### src/rtl/microbot_motor_driver.sv
// Dual H-bridge PWM driver: soft-start duty ramp, dead time on every direction change
// and sticky illegal-command fault. Define MOTOR_BRAKE_EN for a brake stop level; default coasts.
module microbot_motor_driver #(
    parameter int CNT_W       = 8,
    parameter int DEAD_CYCLES = 16,
    parameter int RAMP_STEP   = 32
) (
    input  logic             clk,
    input  logic             reset,
    input  logic             cmd_a_fwd,
    input  logic             cmd_a_rev,
    input  logic             cmd_b_fwd,
    input  logic             cmd_b_rev,
    input  logic [CNT_W-1:0] duty_max,
    output logic             a_in1,
    output logic             a_in2,
    output logic             b_in1,
    output logic             b_in2,
    output logic             busy,
    output logic             fault,
    output logic [1:0]       dbg_state_a_o,
    output logic [1:0]       dbg_state_b_o
);

    localparam int DW = $clog2(DEAD_CYCLES + 1);

`ifdef MOTOR_BRAKE_EN
    localparam logic STOP_LVL = 1'b1;
`else
    localparam logic STOP_LVL = 1'b0;
`endif

    typedef enum logic [1:0] {IDLE = 2'd0, RUN = 2'd1, DEAD = 2'd2} state_e;
    // Encoding matches {rev, fwd} so the raw request bits cast straight onto it.
    typedef enum logic [1:0] {CMD_STOP = 2'd0, CMD_FWD = 2'd1, CMD_REV = 2'd2, CMD_ILL = 2'd3} cmd_e;

    logic [CNT_W-1:0] pwm_q;
    state_e           state_q [2];
    cmd_e             dir_q   [2];
    logic [CNT_W-1:0] duty_q  [2];
    logic [CNT_W-1:0] duty_d  [2];
    logic [CNT_W:0]   sum     [2];
    logic [DW-1:0]    dead_q  [2];
    logic [1:0]       in1_q;
    logic [1:0]       in2_q;
    logic [1:0]       ill_q;
    logic             busy_q;
    logic             fault_q;
    cmd_e             cmd     [2];
    logic             wrap;

    assign cmd[0] = cmd_e'({cmd_a_rev, cmd_a_fwd});
    assign cmd[1] = cmd_e'({cmd_b_rev, cmd_b_fwd});
    assign wrap   = (pwm_q == {CNT_W{1'b1}});

    // One extra bit on the sum keeps the ramp from wrapping past the ceiling.
    always_comb begin
        for (int i = 0; i < 2; i++) begin
            sum[i]    = {1'b0, duty_q[i]} + (CNT_W + 1)'(RAMP_STEP);
            duty_d[i] = (sum[i] > {1'b0, duty_max}) ? duty_max : sum[i][CNT_W-1:0];
        end
    end

    always_ff @(posedge clk) begin
        if (reset) begin
            pwm_q   <= '0;
            busy_q  <= 1'b0;
            fault_q <= 1'b0;
            in1_q   <= '0;
            in2_q   <= '0;
            ill_q   <= '0;
            for (int i = 0; i < 2; i++) begin
                state_q[i] <= IDLE;
                dir_q[i]   <= CMD_STOP;
                duty_q[i]  <= '0;
                dead_q[i]  <= '0;
            end
        end else begin
            pwm_q   <= pwm_q + 1'b1;
            busy_q  <= (state_q[0] == DEAD) || (state_q[1] == DEAD);
            fault_q <= fault_q | (|ill_q);
            for (int i = 0; i < 2; i++) begin
                ill_q[i] <= (cmd[i] == CMD_ILL);
                case (state_q[i])
                    IDLE: begin
                        in1_q[i] <= STOP_LVL;
                        in2_q[i] <= STOP_LVL;
                        if (cmd[i] == CMD_FWD || cmd[i] == CMD_REV) begin
                            state_q[i] <= RUN;
                            dir_q[i]   <= cmd[i];
                            duty_q[i]  <= '0;
                        end
                    end
                    RUN: begin
                        in1_q[i] <= (dir_q[i] == CMD_FWD) && (pwm_q < duty_q[i]);
                        in2_q[i] <= (dir_q[i] == CMD_REV) && (pwm_q < duty_q[i]);
                        if (cmd[i] != dir_q[i]) begin
                            state_q[i] <= DEAD;
                            dead_q[i]  <= DW'(DEAD_CYCLES - 1);
                        end else if (wrap) begin
                            duty_q[i] <= duty_d[i];
                        end
                    end
                    DEAD: begin
                        in1_q[i] <= 1'b0;
                        in2_q[i] <= 1'b0;
                        if (dead_q[i] == '0) begin
                            if (cmd[i] == CMD_FWD || cmd[i] == CMD_REV) begin
                                state_q[i] <= RUN;
                                dir_q[i]   <= cmd[i];
                                duty_q[i]  <= '0;
                            end else begin
                                state_q[i] <= IDLE;
                            end
                        end else begin
                            dead_q[i] <= dead_q[i] - 1'b1;
                        end
                    end
                    default: state_q[i] <= IDLE;
                endcase
            end
        end
    end

    assign a_in1         = in1_q[0];
    assign a_in2         = in2_q[0];
    assign b_in1         = in1_q[1];
    assign b_in2         = in2_q[1];
    assign busy          = busy_q;
    assign fault         = fault_q;
    assign dbg_state_a_o = state_q[0];
    assign dbg_state_b_o = state_q[1];

endmodule

### config.mk
export PLATFORM = sky130hd
export DESIGN_NAME = microbot_motor_driver
export DESIGN_NICKNAME = d
export VERILOG_FILES = /design/src/rtl/microbot_motor_driver.sv
export SDC_FILE = /design/constraint.sdc
export NUM_CORES = 1
export LEC_CHECK = 0
export CORE_MARGIN = 1
export CORE_UTILIZATION = 35
export DETAILED_ROUTE_END_ITERATION = 12
export HOLD_SLACK_MARGIN = 0.1
export PLACE_DENSITY_LB_ADDON = 0.3
export SLEW_MARGIN = 20
export SYNTH_ARGS = -nofsm -noshare
export SYNTH_HDL_FRONTEND = slang
export SYNTH_SLANG_ARGS = --single-unit
### constraint.sdc
create_clock -name clk -period 2.31 [get_ports clk]
set_input_delay 0.462 -clock clk [delete_from_list [all_inputs] [get_ports clk]]
set_output_delay 0.462 -clock clk [all_outputs]
set_load 0.01 [all_outputs]
Yosys cells after proc, flatten, opt, wreduce, memory -nomap -nowiden
Memory sizes are Yosys's and may differ from the RTL's.
Cells that the tools add are included.
{ "word_totals": {"regBits": 16, "latchBits": 0, "ramBits": 34, "romBits": 0, "input_bits": 14, "word_cells": 170, "n_memories": 4} }
{ "classes": {"add_sub_neg": 5, "mul": 0, "div": 0, "n_lt_le_gt_ge": 4, "eq_ne": 17, "shifts": 0, "n_mux": 89, "bitwise": 25, "n_reduce_logical": 18} }
{ "mem_list": {"columns": ["name", "depth", "width", "read_ports", "rd_ports_with_merged_regs", "wr", "line_no", "source"], "rows": [
  ["duty_q", 2, 8, 2, 0, 2, "40", "logic [CNT_W-1:0] duty_q [2];"],
  ["dead_q", 2, 5, 2, 0, 2, "43", "logic [DW-1:0] dead_q [2];"],
  ["dir_q", 2, 2, 2, 0, 2, "39", "cmd_e dir_q [2];"],
  ["state_q", 2, 2, 2, 0, 2, "38", "state_e state_q [2];"]
]} }
{ "ops": {"columns": ["operator", "n"], "rows": [
  ["8-bit 2-to-1 mux", 8],
  ["1-bit 2-to-1 mux", 59],
  ["2-bit 2-to-1 mux", 14],
  ["1-bit bitwise OR", 25],
  ["5-bit 2-to-1 mux", 4],
  ["8-bit by 6-bit adder with 9-bit output, second input constant", 2],
  ["9-bit by 8-bit > comparator with 1-bit output", 2],
  ["2-bit equality test, second input constant", 8],
  ["8-bit < comparator", 2],
  ["2-bit by 1-bit equality test with 1-bit output, second input constant", 6],
  ["5-bit logical NOT", 2],
  ["5-bit by 1-bit subtractor with 5-bit output, second input constant", 2],
  ["8-bit by 1-bit adder with 8-bit output, second input constant", 1],
  ["8-bit equality test, second input constant", 1],
  ["1-bit one-hot mux with 2 select lines", 4],
  ["2-bit OR reduction", 3],
  ["3-bit OR reduction", 2],
  ["1-bit logical AND", 4],
  ["2-bit logical NOT", 2],
  ["2-bit != test", 2],
  ["2-bit nonzero test", 2],
  ["1-bit logical OR", 3]
]} }

Depth between registers and ports, before layout
Gate-level depths: netlist of the first run.
{ "logic_depth": {"word_depth": 11, "mapped_depth": 9, "ltp_nobuf": 8} }

Worst setup path before layout of the first run
No wires, ideal clock.
{ "synth_timing": {"path_kind": "reg-to-reg", "start": "memory duty_q[1][5]", "end": "memory duty_q[1][0] (enable)", "setup_time_ps": 277, "arrival_ps": 2264, "required_ps": 2033, "slack_ps": -231, "path_stages_with_launch": 10, "path_buffers": 1, "synth_period_minus_slack_ps": 2541, "cell_sequence": "edfxtp_1 > ha_1 > xor2_1 > ha_1 > and3_1 > a2111oi_0 > or2_2 > clkbuf_1 > nor3_1 > nand2b_1"} }
{ "synth_lines": {"columns": ["element", "line_no"], "rows": [
  ["start: declaration", "40"]
]} }

==> results of run 1 <==
## cells in the final DEF, fill, tap and decap left out, types with 6 or more instances in the layout
master / n
inv_1: 31
a21o_1: 6
nor2_1: 24
nor3_1: 8
buf_4: 46
nand2_1: 10
edfxtp_1: 34
ha_1: 33
nand4_1: 6
clkdlybuf4s50_1: 23
and2_1: 7
a21oi_1: 18
o21ai_0: 14
ha_4: 6
nor4_1: 8
nand3_1: 18
dfxtp_1: 16
xnor2_1: 9
## worst min path at each step
stage                         from          endpoint  slack [ns]
2_1_floorplan  ill_q[0]$_SDFF_PP0_  fault$_SDFF_PP0_        0.42
3_3_place_gp   ill_q[1]$_SDFF_PP0_  fault$_SDFF_PP0_        0.44
3_5_place_dp   ill_q[1]$_SDFF_PP0_  fault$_SDFF_PP0_        0.44
4_1_cts        ill_q[1]$_SDFF_PP0_  fault$_SDFF_PP0_        0.46
5_1_grt        ill_q[0]$_SDFF_PP0_  fault$_SDFF_PP0_        0.50
6_report       ill_q[0]$_SDFF_PP0_  fault$_SDFF_PP0_        0.46
## cells by family (layout without fill, tap and decap cells)
family / Yosys count / after routing
fa+ha+maj: 39 / 39
simple gates: 129 / 129
xor+xnor: 16 / 16
flops: 50 / 50
buf+inv: 40 / 109
compound gates: 64 / 64
## registers in the layout (all words and copies together) (netlist names)
signal / count
state_q: 4
in1_q: 2
busy: 1
duty_q: 16
dir_q: 4
in2_q: 2
pwm_q: 8
ill_q: 2
fault: 1
dead_q: 10
## timing repair
| action | in CTS | in global routing |
|---|---|---|
| pin swaps | 0 | 12 |
| hold buffers | 0 | 0 |
| buffers inserted | 0 | 2 |
| endpoints found under the setup margin | 19 | 22 |
| resized for setup | 4 | 26 |
## area by class of cell
type	instances	share of cell area, %
Sequential cell	50	31.4
Clock inverter	2	0.323
Tap cell	111	3.26
Inverter	32	2.82
Timing Repair Buffer	70	13.8
Clock buffer	5	1.61
Multi-Input combinational cell	248	46.8
## routing by layer
layer / vias up / wire (um)
met5: - / 0
met4: 0 / 32
li1: 1364 / -
met2: 49 / 3570
met1: 1278 / 3460
met3: 2 / 252
## tightest hold or removal path: cells and delay by family (launching register included)
| family | cells | cell delay (ns) |
|---|---|---|
| and+or+nand+nor | 2 | 0.11 |
| DFF | 1 | 0.32 |
## through the flow
step	util [%]	cell area (um^2)	instances
final	46.4	4270	518
after global routing	46.4	4270	518
after CTS	44.5	4090	516
after detailed placement	43.2	3970	509
after global placement	43.2	3970	509
after floorplan	-	3330	338
## power groups by stage
stage | clock, mW | sequential [mW] | combinational (mW)
after global placement | 0 | 1.38 | 1.52
after global routing | 0.548 | 1.40 | 1.85
final | 0.501 | 1.38 | 1.67
after CTS | 0.509 | 1.37 | 1.58
after floorplan | 0 | 1.38 | 1.03
after detailed placement | 0 | 1.39 | 1.54
==> out/results.ini, run 1 <==
[yosys]
yosys_warnings=0
synth_top_family_by_area=simple AND/OR/NAND/NOR gates
synth_simple_gate_area_share_pct=22.0
ys_ff_latch=50
synth-edff-count=34
synthAdderAreaFrac_pct=14.8
synthArstFlopShare_pct=0
synth_compound_area_share_pct=13.0
synthXorXnorAreaFrac_pct=4.25
synth_flop_cell=edfxtp_1
yosysMostFrequentCell=ha_1
synth_area_um2=3300
synth_nets=391
yosysUniqueCellTypes=49
synth_common_cells=39 x ha_1, 34 x edfxtp_1, 32 x inv_1
seq_area_frac_synth_pct=40.7
synth.area.top_cells=edfxtp_1 31%, ha_1 15%, dfxtp_1 9.7%, inv_1 3.6%, a21oi_1 3.0%
yosysTopAreaCell=edfxtp_1
synthCells=338
synth_area_per_cell_um2=9.76
synth_mux_area_share_pct=0
synth_top_cell_area_share_pct=30.9

[grt]
grt_max_degree=17
gr-total-overflow=0
grt_pass1_wl_um=12200
grt_pass1_vias=2646
use_met1_pct=20.1
grt_util_met2_pct=27.3
grt_use_total_pct=15.4
use_met3_pct=2.53
antenna_found_initial=0
top_usage_layer=met2

[timing]
hold_slack_ns=0.458
period_needed_ns=2.25
fin_ws_ns=0.0610
fin_worst_skew_ns=0.0170
tightestPinTransition_ns=0.479
min_period_over_period_pct=97.4
rsz0062_at_grt=true
finalSetupViolCount=0
finalSetupTns_ns=0
finalHoldViolations=0
slew_viol_final=0
clock.fmax_mhz=445
slew_headroom_pct=67.9

[finish]
finalNetCount=460
multiInputGateArea_um2=2000
regArea_um2=1340
diodes=0
drive_gt1_share_pct=22.9
filler_cell_count=886
syn_to_final_growth_pct=29.3

[placement]
gp_congestion=0.828
pre_cts_ws_ns=-0.302
dp_hpwl_um=5920
port_buffers=23

[hold_path]
hold_depth=2
hold_path_class=flip-flop to flip-flop

[drt]
drt-total-wl_um=7310
wl_per_cell_um=14.1
dr.pass1.iters=6
vias=2693
route.detailed.drc=0
vias_per_cell=5.20
ant_nets=0
drt_iter0_markers=111

[power]
power_mw=3.55
vdd_drop_max_uv=417
power_switching_mw=1.29
p_sw_share_pct=36.4
p_seq_share_pct=38.8
comb_power_share_pct=47.1
power.internal_mw=2.26
p_leak_nw=1.75
power_density_nw_per_um2=832
clkPwrFrac_pct=14.1

[critical_path]
r2r_slack_ns=0.06
cp-endpoint=duty_q[1][1]$_SDFFCE_PP0P_
cp_slowest_stage_delay_ns=0.44
cp-start-kind=flip-flop
crit_cells=8
worstPathMaxFanout=5
crit_family=simple AND/OR/NAND/NOR gates
ff2ff_path_depth=8
reg2reg_from=duty_q[1][6]$_SDFFCE_PP0P_
crit_path_frequent_cell=ha_4
r2r-end=duty_q[1][1]$_SDFFCE_PP0P_
crit_chain=ha_4 > xor2_4 > ha_4 > and3_1 > a2111oi_4 > or2_4 > nor3_2 > nand2b_4
end_kind=flip-flop
path_buf_inv=0
cp_slowest_cell=edfxtp_1
crit_type=flip-flop to flip-flop
arrival_ns=2.26
crit_start=duty_q[1][6]$_SDFFCE_PP0P_
required_ns=2.32

[floorplanning]
die_w_um=99.1
io-pin-count=24
start_util_pct=35.9
die_area_um2=9820
die_y_um=99.1
rows=35
core-area_um2=9200

[clocking]
cts_tree=yes
clock_sinks=50
cts_buffers=5
htreeDepth=2
clk_latency_ns=0.30
ctsLongestPathBuffers=2
path_clk_slew_ns=0.09
cts-root-buf=clkbuf_8

[outcome]
outcome=finished, final reports clean

[flow_run]
maxCapViolCount=0

Note: power is estimated with default switching activity, not from simulation.
==> run 2: changes to the inputs <==
ABC_AREA = 1   (was unset)
==> run 2 against run 1 <==
Combinational power down 28%. Register-to-register slack better by 0.08 ns. Sequential cell count unchanged. Largest power group is now sequential cells. Critical endpoint is now duty_q[1][0]$_SDFFCE_PP0P_. Non-clock buffer count down 8. Critical path depth up 3. Setup slack better by 0.080 ns. Final cell count up 19%. Via count up 6.0%. Final area down 0.53%. Die area up 3.6%. Fmax up 3.7%. Core utilization down 1.1 points.
==> out/results.ini, run 2 <==
[outcome]
outcome=finished, final reports clean

[floorplanning]
die_w_um=101
die_area_um2=10200
start_util_pct=36.5
core-area_um2=9370
rows=35
die_y_um=101
io-pin-count=24

[grt]
grt_pass1_vias=2799
grt_max_degree=17
antenna_found_initial=0
gr-total-overflow=0
grt_pass1_wl_um=12000
grt_use_total_pct=15.0

[yosys]
synth.area.top_cells=edfxtp_1 30%, ha_1 14%, dfxtp_1 9.4%, nand2_1 9.3%, inv_1 9.1%
synth_common_cells=85 x nand2_1, 83 x inv_1, 49 x nor2_1
synthCells=419
synthArstFlopShare_pct=0
synth_nets=472
seq_area_frac_synth_pct=39.2
yosys_warnings=0
synth_area_um2=3420
synth_flop_cell=edfxtp_1
synth_area_per_cell_um2=8.17
synth-edff-count=34
yosysUniqueCellTypes=32
yosysTopAreaCell=edfxtp_1
ys_ff_latch=50
yosysMostFrequentCell=nand2_1
synth_top_cell_area_share_pct=29.8

[clocking]
cts_buffers=5
clk_latency_ns=0.31
ctsLongestPathBuffers=2
cts-root-buf=clkbuf_8
htreeDepth=2
cts_tree=yes
clock_sinks=50
path_clk_slew_ns=0.09

[timing]
finalSetupViolCount=0
clock.fmax_mhz=461
slew_headroom_pct=80.4
finalHoldViolations=0
rsz0062_at_grt=false
tightestPinTransition_ns=0.293
period_needed_ns=2.17
fin_worst_skew_ns=0.00915
min_period_over_period_pct=93.9
slew_viol_final=0

[finish]
drive_gt1_share_pct=17.1
syn_to_final_growth_pct=24.0
largest_register_ffs=16
largest_register=duty_q
fin_util_pct=45.3
diodes=0
final_cell_mix=84 x nand2_1, 82 x inv_1, 48 x nor2_1
filler_cell_count=966
multiInputGateArea_um2=1790
regArea_um2=1340
largest_registers=duty_q (16), dead_q (10), pwm_q (8)
final_common_cell=nand2_1
finalNetCount=538
final_cells=615

[power]
power_density_nw_per_um2=721
p_leak_nw=2.06
p_seq_share_pct=42.7
power.internal_mw=1.95
vdd_drop_max_uv=279
clkPwrFrac_pct=18.0
comb_power_share_pct=39.3
power_switching_mw=1.11
p_sw_share_pct=36.2

[critical_path]
cp-endpoint=duty_q[1][0]$_SDFFCE_PP0P_
ff2ff_path_depth=11
r2r_slack_ns=0.14
cp-start-kind=flip-flop
r2r-end=duty_q[1][0]$_SDFFCE_PP0P_
reg2reg_from=duty_q[1][6]$_SDFFCE_PP0P_
end_kind=flip-flop
crit_start=duty_q[1][6]$_SDFFCE_PP0P_
crit_type=flip-flop to flip-flop
worstPathMaxFanout=5
arrival_ns=2.20
required_ns=2.34

[drt]
vias=2854
drt-total-wl_um=7010
wl_per_cell_um=11.4
ant_nets=0
dr.pass1.iters=4
route.detailed.drc=0
vias_per_cell=4.64
drt_iter0_markers=71

[placement]
port_buffers=23
placed_cells_incl_taps=604
dp_hpwl_um=5860
gp_congestion=0.827

[hold_path]
hold_path_class=flip-flop to flip-flop

[flow_run]
maxCapViolCount=0

[run 2: how the worst min path moves through the flow]
stage / startpoint / to / slack (ns) / cells after the start
after floorplan: ill_q[0]$_SDFF_PP0_ / fault$_SDFF_PP0_ / 0.42 / 2
after global placement: ill_q[0]$_SDFF_PP0_ / fault$_SDFF_PP0_ / 0.43 / 2
after detailed placement: ill_q[0]$_SDFF_PP0_ / fault$_SDFF_PP0_ / 0.44 / 2
after CTS: in1_q[1]$_SDFFE_PP0P_ / in1_q[1]$_SDFFE_PP0P_ / 0.47 / 2
after global routing: in1_q[1]$_SDFFE_PP0P_ / in1_q[1]$_SDFFE_PP0P_ / 0.49 / 2
final: ill_q[0]$_SDFF_PP0_ / fault$_SDFF_PP0_ / 0.46 / 2
[run 2: power by group through the flow]
stage               clock [mW]  sequential (mW)  combinational [mW]
finish                   0.551             1.31                1.20
global route             0.596             1.33                1.38
CTS                      0.568             1.31                1.17
detailed placement           0             1.33                1.16
global placement             0             1.32                1.12
floorplan                    0             1.32               0.741
[run 2: critical path, cell delays in order (launching register included)]
cell and delay, ns:
edfxtp_1 0.40, ha_2 0.22, xnor2_2 0.20, inv_2 0.07, ha_4 0.27, nand3_2 0.09
nor2_4 0.11, nand3_2 0.09, nand3_2 0.10, nand2_4 0.06, a21oi_2 0.14, buf_6 0.14
[run 2: layout make-up]
cell class                      count  share of cell area, %
Timing Repair Buffer               62                   12.4
Multi-Input combinational cell    280                   42.2
Clock buffer                        6                   1.95
Clock inverter                      2                  0.413
Sequential cell                    50                   31.6
Tap cell                          129                   3.80
Inverter                           86                   7.61
[run 2: kinds of logic (layout without fill, tap and decap cells)]
kind of cell | Yosys count | in the layout | share of synthesized area, %
compound gates | 41 | 41 | 6.47
simple gates | 192 | 192 | 28.0
fa+ha+maj | 39 | 39 | 14.3
flops | 50 | 50 | 39.2
buf+inv | 89 | 156 | 10.0
xor+xnor | 8 | 8 | 2.05
[run 2: timing repair]
item	in CTS	in global routing
hold buffers	0	0
buffers inserted	0	3
pin swaps	0	9
gates resized for setup	1	11
setup endpoints to repair	5	26
[run 2: stage by stage]
| stage | TNS (ns) | area, um^2 | worst slack, ns | hold WS [ns] | power, mW |
|---|---|---|---|---|---|
| 3_5_place_dp | -2.23 | 4060 | -0.131 | 0.441 | 2.49 |
| 4_1_cts | 0 | 4170 | 0.0371 | 0.466 | 3.05 |
| 2_1_floorplan | 0 | 3420 | 0.0529 | 0.421 | 2.06 |
| 5_1_grt | 0 | 4240 | 0.00905 | 0.493 | 3.31 |
| 3_3_place_gp | -1.27 | 4060 | -0.0961 | 0.426 | 2.44 |
| 6_report | 0 | 4240 | 0.141 | 0.458 | 3.06 |
[run 2: layer usage]
metal  up-vias  global-route usage [%]  share of wire (%)
met2        38                    26.8                 49
met3         7                    2.50                3.1
li1       1477                       -                  -
met5         -                       0                  0
met1      1332                    18.4                 47
met4         0                    4.57                1.1
